### src/rtl/tau_pkg.sv
// Shared types and helpers for the tau-encoded serial dot-product sequencer.
// Provides the scheduler state enum and the accumulator width function.
package tau_pkg;

    typedef enum logic [1:0] {
        IDLE  = 2'd0,
        LOAD  = 2'd1,
        SHIFT = 2'd2,
        DONE  = 2'd3
    } tau_sched_state_t;

    // Wide enough for (2^len_w-1)*(2^bitwidth-1)^2 without overflow.
    function automatic int acc_width(input int bitwidth, input int len_w);
        return 2 * bitwidth + len_w;
    endfunction

endpackage

### src/rtl/tau_msb_pick.sv
// Combinational priority picker: index and one-hot mask of the highest set bit.
// Ports: a (input word), idx (bit index), onehot (mask, all-zero when a == 0).
module tau_msb_pick #(
    parameter int W  = 8,
    parameter int IW = (W > 1) ? $clog2(W) : 1
) (
    input  logic [W-1:0]  a,
    output logic [IW-1:0] idx,
    output logic [W-1:0]  onehot
);

    // Ascending scan: the last set bit seen is the highest one.
    always_comb begin
        idx    = '0;
        onehot = '0;
        for (int i = 0; i < W; i++) begin
            if (a[i]) begin
                idx = IW'(i);
            end
        end
        onehot[idx] = |a;
    end

endmodule

### src/rtl/tau_dot_sched.sv
// Serial multiply-accumulate sequencer: one shifted add of b per set bit of a.
// Ports: job/op/res valid-ready handshakes, abort, busy, clk, async reset.
module tau_dot_sched
    import tau_pkg::*;
#(
    parameter int  BITWIDTH = 8,
    parameter int  LEN_W    = 4,
    localparam int ACC_W    = acc_width(BITWIDTH, LEN_W)
) (
    input  logic                clk,
    input  logic                reset,
    input  logic                job_valid,
    output logic                job_ready,
    input  logic [LEN_W-1:0]    job_len,
    input  logic                op_valid,
    output logic                op_ready,
    input  logic [BITWIDTH-1:0] op_a,
    input  logic [BITWIDTH-1:0] op_b,
    output logic                res_valid,
    input  logic                res_ready,
    output logic [ACC_W-1:0]    res_data,
    input  logic                abort,
    output logic                busy
);

    localparam int IW = (BITWIDTH > 1) ? $clog2(BITWIDTH) : 1;

    tau_sched_state_t state_q, state_d;

    logic [BITWIDTH-1:0] a_q, b_q;
    logic [LEN_W-1:0]    remaining;
    logic [ACC_W-1:0]    acc;

    logic [IW-1:0]       pick_idx;
    logic [BITWIDTH-1:0] pick_mask;
    logic [BITWIDTH-1:0] a_left;
    logic [LEN_W-1:0]    rem_dec;

    tau_msb_pick #(
        .W  (BITWIDTH),
        .IW (IW)
    ) u_pick (
        .a      (a_q),
        .idx    (pick_idx),
        .onehot (pick_mask)
    );

    assign a_left  = a_q & ~pick_mask;
    assign rem_dec = remaining - LEN_W'(1);

    always_ff @(posedge clk or posedge reset) begin
        if (reset) begin
            state_q <= IDLE;
        end else begin
            state_q <= state_d;
        end
    end

    always_comb begin
        state_d = state_q;
        if (abort) begin
            state_d = IDLE;
        end else begin
            unique case (state_q)
                IDLE: begin
                    if (job_valid) begin
                        state_d = (job_len == '0) ? DONE : LOAD;
                    end
                end
                LOAD: begin
                    if (op_valid) begin
                        if (op_a != '0) begin
                            state_d = SHIFT;
                        end else if (rem_dec != '0) begin
                            state_d = LOAD;
                        end else begin
                            state_d = DONE;
                        end
                    end
                end
                SHIFT: begin
                    if (a_left == '0) begin
                        state_d = (remaining != '0) ? LOAD : DONE;
                    end
                end
                DONE: begin
                    if (res_ready) begin
                        state_d = IDLE;
                    end
                end
                default: state_d = IDLE;
            endcase
        end
    end

    always_comb begin
        job_ready = (state_q == IDLE);
        op_ready  = (state_q == LOAD);
        res_valid = (state_q == DONE);
        busy      = (state_q != IDLE);
        res_data  = acc;
    end

    // Abort in IDLE leaves acc alone so an idle abort is truly a no-op.
    always_ff @(posedge clk or posedge reset) begin
        if (reset) begin
            a_q       <= '0;
            b_q       <= '0;
            remaining <= '0;
            acc       <= '0;
        end else if (abort) begin
            if (state_q != IDLE) begin
                acc <= '0;
            end
        end else begin
            case (state_q)
                IDLE: begin
                    if (job_valid) begin
                        acc       <= '0;
                        remaining <= job_len;
                    end
                end
                LOAD: begin
                    if (op_valid) begin
                        a_q       <= op_a;
                        b_q       <= op_b;
                        remaining <= rem_dec;
                    end
                end
                SHIFT: begin
                    acc <= acc + (ACC_W'(b_q) << pick_idx);
                    a_q <= a_left;
                end
                default: ;
            endcase
        end
    end

endmodule

### config.mk
export PLATFORM = sky130hd
export DESIGN_NAME = tau_dot_sched
export DESIGN_NICKNAME = d
export VERILOG_FILES = /design/src/rtl/tau_pkg.sv /design/src/rtl/tau_msb_pick.sv /design/src/rtl/tau_dot_sched.sv
export SDC_FILE = /design/constraint.sdc
export NUM_CORES = 1
export LEC_CHECK = 0
export CORE_MARGIN = 4
export CORE_UTILIZATION = 39
export CTS_CLUSTER_DIAMETER = 100
export DETAILED_ROUTE_END_ITERATION = 8
export GPL_ROUTABILITY_DRIVEN = 0
export PLACE_DENSITY = 0.7
export SLEW_MARGIN = 20
export SYNTH_ARGS = -nofsm -noshare
export SYNTH_HDL_FRONTEND = slang
export SYNTH_SLANG_ARGS = --single-unit
### constraint.sdc
create_clock -name clk -period 6.4 [get_ports clk]
set_input_delay 1.28 -clock clk [delete_from_list [all_inputs] [get_ports clk]]
set_output_delay 1.28 -clock clk [all_outputs]
set_load 0.02 [all_outputs]
==> results.ini <==
[status]
status=finished clean

[worst_setup_path]
critPathKind=flip-flop to flip-flop
crit_path_end_kind=flip-flop
reg2regPathDepth=12
cp-endpoint=res_data[17]
critical_path_arrival_ns=3.88
cp-startpoint=a_q[6]
r2r-end=res_data[17]
required_ns=6.58
path_max_fanout=11
r2r-start=a_q[6]
critPathLaunchType=flip-flop
r2r_slack_ns=2.70

[global_route]
grt_start_max_net_pins=43
grt_pass1_vias=2769
overflow=0
antenna_found_initial=0
grt_first_pass_wirelength_um=13180
grt_use_total=0.1652

[power]
power_frac_seq=0.241
pwr-share-comb=0.619
peakVddDrop_mv=0.1704
p_leak_nw=1.669
p_switching_mw=0.8655
pwr_density_cell_nw_per_um2=490.9
intPower_mw=1.003
p_sw_frac=0.4631
power.total_mw=1.869
p_clk_frac=0.140

[drt]
antenna_left=0
routed_via_density=5.513
drt-total-wl_um=7472
drcViolationCount=0
drt_iter0_markers=125
dr.pass1.iters=4
wl_per_cell_um=14.80
vias=2784

[clock_tree]
cts_root_buf=clkbuf_8
htree_levels=2
numCtsBuffers=5
post_cts_resized=0
cts_tree=done
cts_setup_buffers=0
numClockSinks=42
path_clk_slew_ns=0.08
clock_path_buffers=2
ctsHoldBuffers=0
clock_latency_ns=0.30

[floorplan]
pin_count=50
num_rows=32
die_w_um=96.89
coreArea_um2=7687
die-area_um2=9388
start_util=0.4009
dieHeight_um=96.89

[layout]
syn2layout_area_growth_pct=23.55
final_common_cell=nand2_1
layout.nets=452
stdcell_area_um2=3807
drive_gt1_frac=0.05955
multi_input_area_um2=1917
fill_cells=757
regArea_um2=1051
layout_common_cells=nand2_1, clkdlybuf4s50_1, dfrtp_1
n_antenna_cell=0

[yosys]
avgSynthCellArea_um2=8.632
yosys.cell_types.count=55
synthArstFlopShare=1.000
yosysSeqAreaShare=0.3410
netlist_instances=357
ys.flop_type=dfrtp_1
netlist_area_um2=3082
synth_warnings=0
synth_seq_cells=42
synth-edff-count=0
syn_nets=407

[sta]
relSlewSlack=0.4355
fin_skew_ns=0.008368
drv_slew=0
fmax_mhz=270.3
setup_slack_ns=2.701
setup_viol=0
period_needed_ns=3.699
fin_tns_setup_ns=0
hold_violations=0
worst_pin_slew_ns=0.8403
rsz0062_at_grt=false
post-route-period-util=0.5780

[place]
dp_slack_ns=2.562
port_buffers=49
hpwl_um=5718
place_area_um2=3656

[run]
cap_violations=0

[min_path]
hold_path_class=flip-flop to flip-flop

==> metrics by stage <==
stage               hold WS (ns)  instances    util
floorplan                 0.4726        357       -
global placement          0.5037        497  0.4756
detailed placement        0.5140        497  0.4756
CTS                       0.5312        505  0.4941
global route              0.5501        505  0.4953
finish                    0.5241        505  0.4953
==> power by group through the flow <==
| stage | sequential, mW | combinational [mW] | clock, mW |
|---|---|---|---|
| 2_1_floorplan | 0.443 | 0.873 | 0 |
| 3_3_place_gp | 0.445 | 1.12 | 0 |
| 3_5_place_dp | 0.452 | 1.14 | 0 |
| 4_1_cts | 0.447 | 1.15 | 0.266 |
| 5_1_grt | 0.464 | 1.30 | 0.282 |
| 6_report | 0.450 | 1.16 | 0.262 |
==> layer usage <==
layer,track usage,up-vias,wire (µm)
met5,0,-,0
met4,0.05616,0,145
met3,0.02956,13,330
met2,0.2659,78,3446
met1,0.2240,1312,3549
li1,-,1381,-
==> kinds of logic after synthesis <==
group,share of synthesized area
simple gates,0.1644
fa+ha+maj,0.09988
buf+inv,0.03979
compound gates,0.2331
xor+xnor,0.03979
flops,0.3410
mux,0.08201
==> how the worst min path moves through the flow <==
stage            startpoint           end  slack [ns]  cells past startpoint
6_report        res_data[3]   res_data[3]        0.52                      2
5_1_grt         res_data[2]   res_data[2]        0.55                      2
4_1_cts         res_data[3]   res_data[3]        0.53                      2
3_5_place_dp    res_data[3]   res_data[3]        0.51                      2
3_3_place_gp    res_data[7]   res_data[7]        0.50                      2
2_1_floorplan  remaining[1]  remaining[1]        0.47                      2
==> synth_stat cells (3+ instances only) <==
master     n  share of area
and2_1     6          0.012
a31oi_1    4         0.0081
a22o_1     9          0.026
nor2_1    20          0.024
a211oi_1   4         0.0097
nand3_1    4         0.0065
ha_1      23          0.093
mux2i_1   14          0.045
xor2_1     7          0.020
mux2_2     9          0.033
a21oi_1   28          0.045
nand2_1   53          0.065
clkbuf_1   9          0.011
nand4_1    3         0.0061
dfrtp_1   42           0.34
or2_1      3         0.0061
a21o_1     6          0.015
inv_1     16          0.019
nor3_1     7          0.011
o21ai_1    5         0.0081
nor2b_1    3         0.0061
o21ai_0   31          0.050
o211ai_1   6          0.015
xnor2_1    7          0.020
==> state kept, by name (all words and copies together), names as in the netlist <==
name / cells
state_q: 2
a_q: 8
res_data: 20
b_q: 8
remaining: 4
==> cell type report <==
cell class / count / share of cell area
sequential: 42 / 0.2760
tap: 102 / 0.03352
multi-input combinational: 285 / 0.5035
clock inverter: 2 / 0.01577
inverter: 17 / 0.01676
clock buffer: 6 / 0.02169
timing repair buffer: 51 / 0.1328
==> critical path, cell delays in order (launching register included) <==
cell      delay (ns)
dfrtp_1         0.46
or2_1           0.31
a21oi_2         0.47
mux2i_1         0.20
mux2_2          0.30
a21oi_1         0.21
ha_1            0.34
a21oi_1         0.27
o211ai_1        0.16
a21oi_1         0.29
o21ai_1         0.24
a32oi_1         0.24
o21ai_0         0.10
Note: power is estimated with default switching activity, not from simulation.
